**src/rtl/store_trace_buffer_pkg.sv**
```systemverilog
// Shared widths, limits and the trace entry layout for the store trace buffer.
// The optional per-entry timestamp is enabled with STORE_TRACE_TIMESTAMP_EN.
package store_trace_pkg;

  localparam int DEFAULT_DEPTH  = 16;
  localparam int DEFAULT_ADDR_W = 32;
  localparam int DEFAULT_DATA_W = 32;
  localparam int DEFAULT_TS_W   = 16;

  localparam logic [7:0] DROP_CNT_MAX = 8'd255;

  // Entry layout at the default widths; the FIFO word packs fields in this order.
  typedef struct packed {
    logic [DEFAULT_ADDR_W-1:0] addr;
    logic [DEFAULT_DATA_W-1:0] data;
`ifdef STORE_TRACE_TIMESTAMP_EN
    logic [DEFAULT_TS_W-1:0]   ts;
`endif
  } trace_entry_t;

endpackage

```
**src/rtl/store_trace_buffer_if.sv**
```systemverilog
// Valid/ready drain port of the store trace buffer: the buffer is master,
// the host-side consumer is slave.
interface store_trace_buffer_if #(
  parameter int ADDR_W = 32,
  parameter int DATA_W = 32,
  parameter int TS_W   = 16
);
  logic              trace_valid;
  logic              trace_ready;
  logic [ADDR_W-1:0] trace_addr;
  logic [DATA_W-1:0] trace_data;
  logic [TS_W-1:0]   trace_time;

  modport master (output trace_valid, trace_addr, trace_data, trace_time,
                  input  trace_ready);
  modport slave  (input  trace_valid, trace_addr, trace_data, trace_time,
                  output trace_ready);
endinterface

```
**src/rtl/store_trace_buffer_fifo.sv**
```systemverilog
// Generic show-ahead synchronous FIFO with clear; pointers carry one extra
// wrap bit so full and empty are distinguished without a counter.
module trace_fifo #(
  parameter int WIDTH = 8,
  parameter int DEPTH = 16
) (
  input  logic                     clk,
  input  logic                     reset,
  input  logic                     push,
  input  logic                     pop,
  input  logic                     clear,
  input  logic [WIDTH-1:0]         wdata,
  output logic [WIDTH-1:0]         rdata,
  output logic                     full,
  output logic                     empty,
  output logic [$clog2(DEPTH):0]   level
);
  localparam int AW = $clog2(DEPTH);

  logic [WIDTH-1:0] mem [DEPTH];
  logic [AW:0]      wrPtr, rdPtr;
  logic             doPush, doPop;

  assign empty  = (wrPtr == rdPtr);
  assign full   = (wrPtr[AW] != rdPtr[AW]) && (wrPtr[AW-1:0] == rdPtr[AW-1:0]);
  assign level  = wrPtr - rdPtr;
  assign rdata  = mem[rdPtr[AW-1:0]];
  assign doPop  = pop && !empty;
  assign doPush = push && (!full || doPop);

  // NOTE: sequential state uses non-blocking assignments so every register
  // samples the pre-edge values, independent of block ordering.
  always_ff @(posedge clk or posedge reset) begin
    if (reset) begin
      wrPtr <= '0;
      rdPtr <= '0;
    end else if (clear) begin
      wrPtr <= '0;
      rdPtr <= '0;
    end else begin
      if (doPush) wrPtr <= wrPtr + 1'b1;
      if (doPop)  rdPtr <= rdPtr + 1'b1;
    end
  end

  // NOTE: storage is deliberately not reset; consumers mask the head while empty.
  always_ff @(posedge clk) begin
    if (doPush && !clear) mem[wrPtr[AW-1:0]] <= wdata;
  end

endmodule

```
**src/rtl/store_trace_buffer.sv**
```systemverilog
// Captures core data-memory stores into a FIFO and drains them over a
// valid/ready port. Define STORE_TRACE_TIMESTAMP_EN to timestamp each entry.
module store_trace_buffer
  import store_trace_pkg::*;
#(
  parameter int DEPTH  = DEFAULT_DEPTH,
  parameter int ADDR_W = DEFAULT_ADDR_W,
  parameter int DATA_W = DEFAULT_DATA_W,
  parameter int TS_W   = DEFAULT_TS_W
) (
  input  logic                      clk,
  input  logic                      reset,
  input  logic                      MemWrite,
  input  logic [ADDR_W-1:0]         DataAdr,
  input  logic [DATA_W-1:0]         WriteData,
  input  logic                      capture_en,
  input  logic                      clear,
  store_trace_buffer_if.master      trace,
  output logic [$clog2(DEPTH):0]    level,
  output logic                      overflow,
  output logic [7:0]                drop_cnt
);

`ifdef STORE_TRACE_TIMESTAMP_EN
  localparam int ENTRY_W = ADDR_W + DATA_W + TS_W;
`else
  localparam int ENTRY_W = ADDR_W + DATA_W;
`endif

  logic [ENTRY_W-1:0] wrEntry, rdEntry;
  logic               fifoFull, fifoEmpty;
  logic               pushReq, popReq, dropNow;

  assign pushReq = MemWrite && capture_en && !clear;
  assign popReq  = trace.trace_valid && trace.trace_ready && !clear;
  // A same-cycle pop frees the slot, so a full FIFO only drops without one.
  assign dropNow = pushReq && fifoFull && !popReq;

  trace_fifo #(.WIDTH(ENTRY_W), .DEPTH(DEPTH)) u_fifo (
    .clk   (clk),
    .reset (reset),
    .push  (pushReq),
    .pop   (popReq),
    .clear (clear),
    .wdata (wrEntry),
    .rdata (rdEntry),
    .full  (fifoFull),
    .empty (fifoEmpty),
    .level (level)
  );

  assign trace.trace_valid = !fifoEmpty;
  assign trace.trace_addr  = trace.trace_valid ? rdEntry[ENTRY_W-1 -: ADDR_W] : '0;
  assign trace.trace_data  = trace.trace_valid ? rdEntry[ENTRY_W-ADDR_W-1 -: DATA_W] : '0;

`ifdef STORE_TRACE_TIMESTAMP_EN
  logic [TS_W-1:0] tsCount;

  // Free-running; clear leaves it alone so timestamps stay comparable.
  always_ff @(posedge clk or posedge reset) begin
    if (reset) tsCount <= '0;
    else       tsCount <= tsCount + 1'b1;
  end

  assign wrEntry          = {DataAdr, WriteData, tsCount};
  assign trace.trace_time = trace.trace_valid ? rdEntry[TS_W-1:0] : '0;
`else
  assign wrEntry          = {DataAdr, WriteData};
  assign trace.trace_time = {TS_W{1'b0}};
`endif

  always_ff @(posedge clk or posedge reset) begin
    if (reset) begin
      overflow <= 1'b0;
      drop_cnt <= '0;
    end else if (clear) begin
      overflow <= 1'b0;
      drop_cnt <= '0;
    end else if (dropNow) begin
      overflow <= 1'b1;
      if (drop_cnt != DROP_CNT_MAX) drop_cnt <= drop_cnt + 1'b1;
    end
  end

endmodule

```
**src/flat_wrapper.sv**
```systemverilog
// flat-port wrapper written by rule: the top's interface ports become plain ports
module store_trace_buffer_flat import store_trace_pkg::*;
#(
  parameter int DEPTH  = DEFAULT_DEPTH,
  parameter int ADDR_W = DEFAULT_ADDR_W,
  parameter int DATA_W = DEFAULT_DATA_W,
  parameter int TS_W   = DEFAULT_TS_W
)
  (clk, reset, MemWrite, DataAdr, WriteData, capture_en, clear, level, overflow, drop_cnt, trace_trace_valid, trace_trace_addr, trace_trace_data, trace_trace_time, trace_trace_ready);
  store_trace_buffer_if #(.ADDR_W(ADDR_W), .DATA_W(DATA_W), .TS_W(TS_W)) trace_i ();
  input  logic clk;
  input  logic reset;
  input  logic MemWrite;
  input  logic [ADDR_W-1:0] DataAdr;
  input  logic [DATA_W-1:0] WriteData;
  input  logic capture_en;
  input  logic clear;
  output logic [$clog2(DEPTH):0] level;
  output logic overflow;
  output logic [7:0] drop_cnt;
  output wire logic [$bits(trace_i.trace_valid)-1:0] trace_trace_valid;
  output wire logic [$bits(trace_i.trace_addr)-1:0] trace_trace_addr;
  output wire logic [$bits(trace_i.trace_data)-1:0] trace_trace_data;
  output wire logic [$bits(trace_i.trace_time)-1:0] trace_trace_time;
  input wire logic [$bits(trace_i.trace_ready)-1:0] trace_trace_ready;
  assign trace_trace_valid = trace_i.trace_valid;
  assign trace_trace_addr = trace_i.trace_addr;
  assign trace_trace_data = trace_i.trace_data;
  assign trace_trace_time = trace_i.trace_time;
  assign trace_i.trace_ready = trace_trace_ready;
  store_trace_buffer #(.DEPTH(DEPTH), .ADDR_W(ADDR_W), .DATA_W(DATA_W), .TS_W(TS_W)) u_core (.clk(clk), .reset(reset), .MemWrite(MemWrite), .DataAdr(DataAdr), .WriteData(WriteData), .capture_en(capture_en), .clear(clear), .trace(trace_i), .level(level), .overflow(overflow), .drop_cnt(drop_cnt));
endmodule
```
**config.mk**
```make
export PLATFORM = sky130hd
export DESIGN_NAME = store_trace_buffer_flat
export DESIGN_NICKNAME = d
export VERILOG_FILES = /design/src/rtl/store_trace_buffer_pkg.sv /design/src/rtl/store_trace_buffer_if.sv /design/src/rtl/store_trace_buffer_fifo.sv /design/src/rtl/store_trace_buffer.sv /design/src/flat_wrapper.sv
export SDC_FILE = /design/constraint.sdc
export NUM_CORES = 1
export LEC_CHECK = 0
export CAP_MARGIN = 20
export CORE_ASPECT_RATIO = 0.9
export CORE_UTILIZATION = 60
export CTS_CLUSTER_DIAMETER = 200
export CTS_CLUSTER_SIZE = 40
export DETAILED_ROUTE_END_ITERATION = 8
export GPL_ROUTABILITY_DRIVEN = 1
export HOLD_SLACK_MARGIN = 0.06
export PLACE_DENSITY = 0.85
export SLEW_MARGIN = 10
export SYNTH_ARGS = -nofsm -noshare
export SYNTH_HDL_FRONTEND = slang
export SYNTH_SLANG_ARGS = --single-unit
```
**constraint.sdc**
```tcl
create_clock -name clk -period 7.83 [get_ports clk]
set_input_delay 0.783 -clock clk [delete_from_list [all_inputs] [get_ports clk]]
set_output_delay 0.783 -clock clk [all_outputs]
set_load 0.05 [all_outputs]
```
After elaboration in Yosys (flattened, before gate mapping)
Memory sizes are Yosys's and may differ from the RTL's.
Index checks and enable logic that the tools add are counted.
- register bits after elaboration: 19
- memories kept: 1
- latch bits: 0
- memory bits (read-only): 0
- bits in writable memories: 1024
- word-level logic and storage cells: 46
- memory list (name ; depth ; width ; rd ports ; clocked after Yosys merged registers in ; write ports ; RTL line ; text):
    u_core.u_fifo.mem ; 16 ; 64 ; 1 ; 0 ; 1 ; store_trace_buffer_fifo.sv:20 ; logic [WIDTH-1:0] mem [DEPTH];
- reductions and logical operators: 20
- $lt $le $gt $ge: 0
- bitwise operators: 0
- divide/modulo/power cells: 0
- equal/unequal tests: 4
- shift-type cells: 0
- add/subtract/negate cells: 4
- multipliers: 0
- muxes and demuxes: 13
- operators with widths (operator ; count):
    32-bit two-way mux ; 2
    8-bit two-way mux ; 3
    5-bit two-way mux ; 4
    5-bit by 1-bit adder with 5-bit output, second input constant ; 2
    1-bit logical AND ; 10
    8-bit by 1-bit adder with 8-bit output, second input constant ; 1
    8-bit inequality test, second input constant ; 1
    2-bit nonzero test ; 4
    5-bit == test ; 1
    5-bit subtractor ; 1
    4-bit == test ; 1
    1-bit logical NOT ; 4
    1-bit two-way mux ; 4
    2-bit AND reduction ; 1
    1-bit logical OR ; 1
    1-bit inequality test ; 1

Logic depth before layout (Yosys ltp)
Gate-level depths: netlist of the first run.
- depth in word-level cells: 10
- gate-level depth with buffers: 11
- mapped depth without buffers: 7

Hierarchy
A second synthesis of the first run with hierarchy kept.
- cell total of the unflattened synthesis: 1943
- area, all modules: 41020.6 µm²
- by module, submodules not included (module ; sequential area each (µm²) ; area each (µm²) ; cells each ; times used):
    trace_fifo ; 30999.7 ; 39938.3 ; 1800 ; 1
    store_trace_buffer ; 225.2 ; 1082.3 ; 143 ; 1

Worst setup path before layout of the first run
Ideal clock, no wire load.
- path type: reg2reg
- start point: register u_core.u_fifo.rdPtr[1]
- end point: memory u_core.u_fifo.mem[0][0] (netlist name), enable pin
- setup time: 0.486 ns
- stages on the path, launching flop included: 10
- data arrival time: 4.925 ns
- buffers on the path: 3
- slack: 2.419 ns
- path through: dfrtp_1 -> clkbuf_1 -> clkbuf_1 -> inv_1 -> clkbuf_1 -> ha_1 -> nand4_1 -> o311ai_0 -> or3_1 -> nor2_1
- cells in the longest elaborated chain, start to end: 10
- elaborated cells between the ends (all ways): 13
- those cells by class: eq/ne (2); mux (2); reduce/logical (9)
- RTL lines (item ; RTL line ; text):
    from (decl) ; store_trace_buffer_fifo.sv:21 ; logic [AW:0] wrPtr, rdPtr;
    from (signal assigned) ; store_trace_buffer_fifo.sv:42 ; if (doPop) rdPtr <= rdPtr + 1'b1;
    5-bit == test ; store_trace_buffer_fifo.sv:24 ; assign empty = (wrPtr == rdPtr);
    1-bit logical NOT ; store_trace_buffer_fifo.sv:28, store_trace_buffer.sv:52 ;
    1-bit logical AND (2 in series) ; store_trace_buffer.sv:35 ; assign popReq = trace.trace_valid && trace.trace_ready && !clear;
    1-bit logical AND ; store_trace_buffer_fifo.sv:28 ; assign doPop = pop && !empty;
    1-bit logical OR * ; store_trace_buffer_fifo.sv:29 ; assign doPush = push && (!full || doPop);
    1-bit logical AND * ; store_trace_buffer_fifo.sv:29 ;
    1-bit logical AND * ; store_trace_buffer_fifo.sv:48 ; if (doPush && !clear) mem[wrPtr[AW-1:0]] <= wdata;
    1-bit two-way mux * ; store_trace_buffer_fifo.sv:48 ;
    1-bit two-way mux (implied by the code) * ; store_trace_buffer_fifo.sv:48 ;
    to (decl) ; store_trace_buffer_fifo.sv:20 ;
Every way passes the cells marked *; elsewhere a longest branch is shown, timed or not.

Final worst setup path of the first run
- start point: register u_core.u_fifo.rdPtr[1]
- end point: output port trace_trace_addr[30]
- cells in the longest elaborated chain, start to end: 2
- elaborated cells between the ends (all ways): 3
- those cells by class: eq/ne (1); mux (1); memory (1)
- RTL lines (item ; RTL line ; text):
    memory read 16 x 64 bit / 5-bit == test (equally long branches) ; - ;
    32-bit two-way mux * ; store_trace_buffer.sv:53 ; assign trace.trace_addr = trace.trace_valid ? rdEntry[ENTRY_W-1 -: ADDR_W] : '0;
    to (decl) ; flat_wrapper.sv:22 ; output wire logic [$bits(trace_i.trace_addr)-1:0] trace_trace_addr;
Marked as above.

==> out/metrics.yaml, run 1 <==
power:
  pwr-share-comb_pct: 15.0
  p_per_area_nw_per_um2: 227
  total_power_mw: 9.86
  peakVddDrop_v: 0.000177
  p_sw_share_pct: 23.9
  clkPwrFrac_pct: 22.6
  internal_power_mw: 7.51
  p_leak_nw: 13.2
  p_seq_share_pct: 62.4
  p_sw_mw: 2.36
synth:
  synth-seq-cells: 1043
  yosysSeqAreaShare_pct: 77.8
  synthDistinctLibCells: 42
  yosys_warnings: 0
  synth_flop_cell: "edfxtp_1"
  avgSynthCellArea_um2: 21.5
  synth_edf_count: 1024
  syn_inst: 1869
  synth-async-reset-ratio_pct: 1.82
  netlist_area_um2: 40100
global_routing:
  grt_use_total_pct: 25.6
  antenna_found_initial: 8
  grt_pass1_vias: 19100
  grt_max_degree: 68
  grt_overflow: 0
  grt_pass1_wl_um: 125000
finish:
  fin_area_um2: 43500
  finish.utilization_pct: 66.2
  nets: 2070
  fillers: 3976
  fin_cells: 2870
  syn2layout_area_growth_pct: 8.47
  drive_gt1_share_pct: 17.6
sta:
  slew_violations: 0
  finalCritPeriodShare_pct: 81.2
  skew_ns: 0.0615
  final.min_clock_period_ns: 6.36
  rsz0062_at_grt: "false"
  fmax_mhz: 157
  layout_setup_ws_ns: 1.47
  tns_ns: 0
  fin_hold_ws_ns: 0.525
  tightestPinTransition_ns: 1.12
  finalSetupViolCount: 0
  hold_viol_final: 0
  slew_headroom_pct: 25.5
route:
  drt-vias-per-instance: 6.63
  wl_per_cell_um: 30.0
  drt_first_pass_iters: 9
  vias: 19000
  finalWirelength_um: 86100
  drt-initial-drc-count: 2434
  drc: 16
  antenna_left: 0
run_status:
  outcome: "complete, but fails checks"
  violations: "DRC"
floorplanning:
  io-pin-count: 165
  num_rows: 89
  chipWidth_um: 275
  start_util_pct: 61.0
  core-area_um2: 65800
  die_h_um: 247
  die-area_um2: 67900
clocking:
  clkTransAtPathRegs_ns: 0.15
  cts_tree: "built"
  clkLatencyLatePin_ns: 0.67
  cts-buffers-inserted: 30
  cts_max_level: 1
  clockRootBuffer: "clkbuf_16"
  cts_hold_buffers: 0
  clock_path_buffers: 3
  cts_sinks: 1043
  post_cts_buffers: 0
  cts_resized: 0
worst_setup_path:
  crit_chain: "inv_2 > ha_1 > nand4_1 > or2_2 > and3_2 > buf_4 > a221o_1 > clkdlybuf4s50_1"
  critPathSlowestCell: "clkdlybuf4s50_1"
  cp-start-kind: "flop"
  worstSetupEndpointType: "primary output"
  reg2reg_slack_ns: 2.73
  cpPeakStageDelay_ns: 0.83
  critical_path_class: "reg -> out"
  crit_arrival_ns: 5.58
  critPathMaxFanout: 40
  required_ns: 7.05
place:
  hpwl_um: 46500
  place_congestion: 0.770
  dp.cells: 2819
  io_buffers: 148
  dpl_cell_area_um2: 42600
  post-place-ws_ns: 2.24
hold_path:
  worstHoldPathType: "in -> async"
run:
  maxCapViolations: 0
## state kept, by name, indices dropped and copies added, names as in the netlist
signal,flops
u_core.u_fifo.wrPtr,5
u_core.drop_cnt,8
u_core.u_fifo.rdPtr,5
u_core.overflow,1
u_core.u_fifo.mem,1024
## Yosys cell counts, types with 6 or more instances
master    instances  area, um2
or3_1             6       37.5
xnor2_1           6       52.6
buf_1             8       30.0
clkbuf_1         55        206
ha_1             10        125
buf_2            31        155
mux4_2          256       5770
o21ai_0           6       30.0
nand3_1           6       30.0
inv_1            14       52.6
buf_4            20        150
a221o_1          64        641
a21oi_1          12       60.1
nor2b_1          64        400
dfrtp_1          19        475
nand2_1         205        769
edfxtp_1       1024      30700
nor2_1           24       90.1
## power by group through the flow
stage	clock [mW]	combinational, mW	sequential (mW)
after floorplan	0	1.05	6.27
after global placement	0	1.45	6.28
after detailed placement	0	1.47	6.29
after CTS	2.25	1.48	6.16
after global routing	2.40	1.56	6.16
final	2.23	1.48	6.16
## cells in the final DEF, fill, tap and decap left out, drive strengths merged, types with 2 or more instances in the layout
| cell type | synthesis | final |
|---|---|---|
| mux2i | 2 | 2 |
| a221o | 64 | 64 |
| nand2 | 205 | 205 |
| nand4 | 2 | 2 |
| clkbuf | 55 | 43 |
| and2b | 2 | 2 |
| and4 | 2 | 2 |
| o31ai | 3 | 3 |
| a21oi | 12 | 12 |
| o211ai | 2 | 2 |
| nor2b | 64 | 64 |
| inv | 14 | 14 |
| xor2 | 2 | 2 |
| dfrtp | 19 | 19 |
| o311a | 2 | 2 |
| a21o | 2 | 2 |
| xnor2 | 6 | 6 |
| diode | 0 | 5 |
| nor2 | 24 | 24 |
| conb | 1 | 16 |
| mux2 | 2 | 2 |
| clkdlybuf4s50 | 0 | 148 |
| ha | 10 | 10 |
| or3 | 6 | 6 |
| or4 | 4 | 4 |
| buf | 59 | 39 |
| o21ai | 6 | 6 |
| edfxtp | 1024 | 1024 |
| nand3b | 2 | 2 |
| nand3 | 6 | 6 |
| mux4 | 256 | 256 |
## critical path, delay by kind of cell (launching register included)
kind	cells	cell delay (ns)
buffers and inverters	3	2.27
and+or+nand+nor	3	1.07
adders and majority gates	1	0.40
DFF	1	0.73
AOI/OAI and AO/OA	1	0.37
## per-layer routing
metal | routed length, um | GRT usage [%]
met5 | 52 | 0
met4 | 2320 | 6.90
met3 | 6700 | 3.28
met2 | 44000 | 43.1
met1 | 33000 | 36.0
## final cells by class
class                           instances  area [um2]  share of cell area, %
Multi-Input combinational cell        713        8500                   19.5
Clock buffer                           43         821                   1.89
Timing Repair Buffer                  187        1810                   4.15
Clock inverter                          1        30.0                 0.0690
Tap cell                              864        1080                   2.48
Sequential cell                      1043       31200                   71.7
Inverter                               14        52.6                  0.121
Antenna cell                            5        12.5                 0.0287
## logic make-up after synthesis
| logic type | after synthesis | share of synthesized area (%) |
|---|---|---|
| fa+ha+maj | 11 | 0.362 |
| compound gates | 94 | 2.07 |
| buf+inv | 128 | 1.48 |
| flops | 1043 | 77.8 |
| mux | 260 | 14.5 |
| other cells | 1 | 0.00934 |
| xor+xnor | 8 | 0.175 |
| simple gates | 324 | 3.65 |
## final timing paths
| path | from | to | cells after the start |
|---|---|---|---|
| max in group asynchronous | reset | u_core.u_fifo.rdPtr[0] | 2 |
| max | u_core.u_fifo.rdPtr[1] | trace_trace_addr[30] | 8 |
| min reg2reg | u_core.overflow | u_core.overflow | 2 |
| max reg2reg | u_core.u_fifo.rdPtr[1] | u_core.u_fifo.mem[8][22] | 7 |
| min | reset | u_core.drop_cnt[7] | 2 |
| min in group clk | u_core.overflow | u_core.overflow | 2 |
(Power assumes the default switching activity.)
==> run 2, diff against run 1 <==
CORE_UTILIZATION = 54   (was 60)
PLACE_DENSITY = 0.81   (was 0.85)
clock period = 5.19 ns   (was 7.83 ns; I/O delays follow)
==> out/metrics.yaml, run 2 (synthesized netlist as in run 1, its figures left out) <==
finish:
  drive_gt1_share_pct: 17.7
  largest_reg_flops: 1024
  final_common_cell: "edfxtp_1"
  fin_area_um2: 43800
  nets: 2070
  layout_common_cells: "1024 x edfxtp_1, 256 x mux4_2, 205 x nand2_1"
  finish.utilization_pct: 59.8
  fin_cells: 2963
  syn2layout_area_growth_pct: 9.24
place:
  dp.cells: 2916
  hpwl_um: 43500
  io_buffers: 148
  place_congestion: 0.790
  dpl_cell_area_um2: 43000
floorplanning:
  start_util_pct: 54.8
  core-area_um2: 73300
  num_rows: 94
  die-area_um2: 75400
  chipWidth_um: 289
  die_h_um: 261
  io-pin-count: 165
clocking:
  cts_sinks: 1043
  cts-buffers-inserted: 30
  clock_path_buffers: 3
  clkLatencyLatePin_ns: 0.65
  cts_max_level: 1
  cts_hold_buffers: 0
  clockRootBuffer: "clkbuf_16"
  clkTransAtPathRegs_ns: 0.14
  cts_tree: "built"
route:
  drc: 0
  drt-vias-per-instance: 6.36
  finalWirelength_um: 83300
  vias: 18800
  drt_first_pass_iters: 5
  wl_per_cell_um: 28.1
  wl_met3_um: 6450
  drt-initial-drc-count: 2414
  antenna_left: 0
  highest_layer: "met5"
  met2_wirelength_um: 43000
  met1Wirelength_um: 32500
run:
  maxCapViolations: 0
power:
  p_per_area_nw_per_um2: 339
  peakVddDrop_v: 0.000275
  p_leak_nw: 13.2
  total_power_mw: 14.9
run_status:
  outcome: "complete, no violations"
worst_setup_path:
  critical_path_class: "reg -> out"
  required_ns: 4.67
  cp-start-kind: "flop"
  reg2reg_slack_ns: 1.27
  crit_arrival_ns: 4.43
  critPathMaxFanout: 122
  worstSetupEndpointType: "primary output"
global_routing:
  grt_max_degree: 123
  grt_overflow: 0
  grt_pass1_wl_um: 123000
  grt_pass1_vias: 19100
  grt_use_total_pct: 22.3
  antenna_found_initial: 8
sta:
  finalCritPeriodShare_pct: 95.4
  slew_headroom_pct: 24.5
  rsz0062_at_grt: "false"
  hold_viol_final: 0
  tightestPinTransition_ns: 1.13
  slew_violations: 0
  tns_ns: 0
  finalSetupViolCount: 0
  fmax_mhz: 202
  final.min_clock_period_ns: 4.95
  skew_ns: 0.0599
hold_path:
  worstHoldPathType: "in -> async"
## run 2: cell count changes in the layout (fill, tap and decap cells not counted)
cell	before	now
clkdlybuf4s50_1	148	147
buf_16	1	0
diode_2	5	3
buf_4	37	18
buf_12	1	18
clkbuf_2	0	1
buf_6	0	3
clkbuf_1	12	11
## run 2: power breakdown
group,total (mW),internal (mW),switching [mW]
Clock,3.35,1.12,2.23
Sequential,9.28,9.27,0.00916
Combinational,2.25,0.931,1.32
Total,14.9,11.3,3.55
## run 2: layout make-up
type	count	area, um2
Multi-Input combinational cell	713	8500
Timing Repair Buffer	187	2010
Clock buffer	42	817
Clock inverter	1	30.0
Antenna cell	3	7.51
Sequential cell	1043	31200
Tap cell	960	1200
Inverter	14	52.6
Fill cell	4874	29400
## run 2: what timing repair did
action,4_1_cts,5_1_grt
endpoints found under the hold margin,0,0
endpoints found under the setup margin,0,9
resized for setup,0,3
buffers inserted,0,0
## run 2: per-layer routing
layer / vias up / global-route usage [%]
li1: 7829 / -
met1: 10100 / 30.8
met2: 858 / 38.2
met3: 87 / 3.22
met4: 10 / 4.42
met5: - / 0
## run 2: metrics by stage
stage               setup WS [ns]  hold slack [ns]
floorplan                  -0.221            0.470
global placement            0.824            0.502
detailed placement          0.801            0.528
CTS                        0.0570            0.283
global route               0.0842            0.342
finish                      0.237            0.282
## run 2: path summary, 6_finish.rpt
| path | start | cells after the start | end |
|---|---|---|---|
| worst min register to register | u_core.overflow | 2 | u_core.overflow |
| worst max register to register | u_core.u_fifo.wrPtr[0] | 8 | u_core.u_fifo.mem[3][26] |
| min in group clk | u_core.overflow | 2 | u_core.overflow |
| worst max-delay path | u_core.u_fifo.rdPtr[1] | 6 | trace_trace_data[17] |
| worst min-delay path | reset | 2 | u_core.u_fifo.wrPtr[0] |
| max in group asynchronous | reset | 2 | u_core.u_fifo.rdPtr[2] |
## run 2: worst max-delay path: stages, from the launching register on
cell	delay (ns)
dfrtp_4	0.46
buf_12	0.58
buf_4	0.96
mux4_2	0.42
nor2b_1	0.16
a221o_1	0.36
clkdlybuf4s50_1	0.74
==> patch (flow settings as in run 1) <==
Register the output `drop_cnt` once more, cleared by the reset; this adds one clock of latency there. The other outputs are not delayed to match.
--- a/src/rtl/store_trace_buffer.sv
+++ b/src/rtl/store_trace_buffer.sv
@@ -20,6 +20,8 @@
   output logic                      overflow,
   output logic [7:0]                drop_cnt
 );
+
+  logic [7:0] drop_cnt_s0;
 
 `ifdef STORE_TRACE_TIMESTAMP_EN
   localparam int ENTRY_W = ADDR_W + DATA_W + TS_W;
@@ -72,13 +74,21 @@
   always_ff @(posedge clk or posedge reset) begin
     if (reset) begin
       overflow <= 1'b0;
-      drop_cnt <= '0;
+      drop_cnt_s0 <= '0;
     end else if (clear) begin
       overflow <= 1'b0;
-      drop_cnt <= '0;
+      drop_cnt_s0 <= '0;
     end else if (dropNow) begin
       overflow <= 1'b1;
-      if (drop_cnt != DROP_CNT_MAX) drop_cnt <= drop_cnt + 1'b1;
+      if (drop_cnt_s0 != DROP_CNT_MAX) drop_cnt_s0 <= drop_cnt_s0 + 1'b1;
+    end
+  end
+
+  always_ff @(posedge clk or posedge reset) begin
+    if (reset) begin
+      drop_cnt <= '0;
+    end else begin
+      drop_cnt <= drop_cnt_s0;
     end
   end
 
Check against the original RTL: same outputs for any inputs over 4 cycles, from zero or initial values and one cycle with reset high; that may be too few to reach the edited logic, so the function may still have changed.
==> patch against run 1 <==
  * The flow still finishes with violations (design-rule violations)
  * Setup slack gained 0.11 ns
  * Design area is 0.65% higher
  * Critical endpoint is now trace_trace_addr[4]
  * Largest power group unchanged
  * Synthesized area up 0.38%
  * Total power down 0.48%
  * Sequential cell count up 8
  * Die area up 0.38%
  * Highest routed layer unchanged
  * Count of clock-buffer cells in the layout decreased by 2
  * Routed wire length shrank 8.6%
==> patch: results (changes against run 1) <==
dr.max_layer_used: "met5"  # unchanged
drt-met1-wl_microns: 31400  # was 33000 microns
skew_ns: 0.0268  # was 0.0615 ns
worstPathArrival_ns: 5.47  # was 5.58 ns
rrSetupSlack_ns: 3.43  # was 2.73 ns
synth_xor_area_share_pct: 0.239  # was 0.175%
vias_per_cell: 6.59  # was 6.63
nets: 1955  # was 2070
clk_path_buf_depth: 3  # unchanged
violations: "design-rule violations"  # unchanged
clk_pin_slew_ns: 0.14
switchingPower_uw: 2320  # was 2360 uW
yosys-top-cells-count: "1024 x edfxtp_1, 256 x mux4_2, 66 x clkbuf_1, 64 x mux2_2, 64 x nor2b_1"  # was 1024 x edfxtp_1, 256 x mux4_2, 205 x nand2_1, 64 x a221o_1, 64 x nor2b_1
cts-root-buf: "clkbuf_16"  # unchanged
grt_pass1_wl_microns: 116000  # was 125000 microns
p_leak_uw: 0.0131  # was 0.0132 uW
synth_adder_area_share_pct: 0.360  # was 0.362%
cts_inserted_buffers: 30  # unchanged
synth_area_leaders: "edfxtp_1 76%, mux4_2 14%, mux2_2 1.8%, dfrtp_1 1.7%, a221o_1 1.6%"  # was edfxtp_1 77%, mux4_2 14%, nand2_1 1.9%, a221o_1 1.6%, dfrtp_1 1.2%
vdd_drop_max_v: 0.000166  # was 0.000177 V
grt_max_degree: 111  # was 68
clk_latency_ns: 0.65  # was 0.67 ns
grtUsageTotal_pct: 23.1  # was 25.6%
antenna_found_initial: 3  # was 8
post_cts_buffers: 0  # unchanged
layout-drive-gt1-share_pct: 22.2  # was 17.6%
first_iter_violations: 1945  # was 2434
hpwl_microns: 45500  # was 46500 microns
status: "finished, violations left"  # unchanged
path_class: "reg2out"  # unchanged
min_path_type: "in2async"  # unchanged
r2r_cells: 8  # was 7
wl_per_cell_microns: 28.6  # was 30.0 microns
n_fill_cell: 4001  # was 3976
gp_congestion: 0.816  # was 0.770
synth-seq-area-share_pct: 78.0  # was 77.8%
dr_wl_met3_microns: 5500  # was 6700 microns
synth_mux_area_share_pct: 16.2  # was 14.5%
max_slew_margin_pct: 25.6  # was 25.5%
synth_cell_types: 40  # was 42
synth_compound_gate_area_share_pct: 2.07  # about the same
synth_top_flop_cell: "edfxtp_1"  # unchanged
wl_met2_microns: 40100  # was 44000 microns
async_reset_ff_share_pct: 2.57  # was 1.82%
route.detailed.drc: 9  # was 16
worstReg2RegStart: "u_core.u_fifo.rdPtr[2]$_DFFE_PP0P_"  # was u_core.u_fifo.rdPtr[1]$_DFFE_PP0P_
grt_remaining_overflow: 0  # unchanged
crit_fanout: 72  # was 40
holdWs_ns: 0.469  # was 0.525 ns
[patch: worst max-delay path: stages (launching register included)]
cell	delay, ns
dfrtp_4	1.17
inv_1	0.19
ha_1	0.40
nand4_1	0.36
nor2_1	0.22
nor2_4	0.79
buf_4	0.59
a221o_1	0.24
clkdlybuf4s50_1	0.83
[patch: power groups by stage]
stage	logic [uW]	clock network, uW	registers, uW
after floorplan	981	0	6320
after global placement	1370	0	6350
after detailed placement	1390	0	6350
after CTS	1400	2240	6220
after global routing	1450	2410	6230
final	1380	2210	6220
[patch: stage by stage]
stage / area [sq um] / instances / worst slack (ns)
global placement: 42900 / 2701 / 2.47
floorplan: 40300 / 1756 / 0.497
CTS: 43800 / 2748 / 1.55
global route: 43800 / 2750 / 1.33
finish: 43800 / 2750 / 1.58
detailed placement: 43000 / 2705 / 2.32
[patch: layer usage]
layer	track usage [%]	up-vias
li1	-	7544
met1	33.2	9762
met2	39.0	740
met3	2.75	82
met4	5.07	4
met5	0	-
[patch: kinds of logic after synthesis]
logic type,count (synthesis)
AO/OA/AOI/OAI,95
XOR/XNOR,11
adder cells (fa/ha/maj),11
buffers and inverters,121
flip-flops,1051
multiplexers,325
other,1
AND/OR/NAND/NOR,126
[patch: worst paths after layout]
check / end
worst max register to register: u_core.u_fifo.mem[8][54]$_DFFE_PP_
worst min-delay path: u_core.drop_cnt_s0[5]$_DFFE_PP0P_
max in group asynchronous: u_core.u_fifo.rdPtr[1]$_DFFE_PP0P_
min in group clk: u_core.drop_cnt[4]$_DFF_PP0_
worst max-delay path: trace_trace_addr[4]
worst min register to register: u_core.drop_cnt[4]$_DFF_PP0_
[patch: cell type report]
cell class / instances / area (sq um) / share of cell area (%)
well taps: 864 / 1080 / 2.47
inverters: 14 / 52.6 / 0.120
flip-flops and latches: 1051 / 31400 / 71.7
multi-input cells: 584 / 8510 / 19.4
repair buffers: 193 / 1900 / 4.34
diodes: 1 / 2.50 / 0.00571
clock inverters: 2 / 46.3 / 0.106
clock buffers: 41 / 792 / 1.81
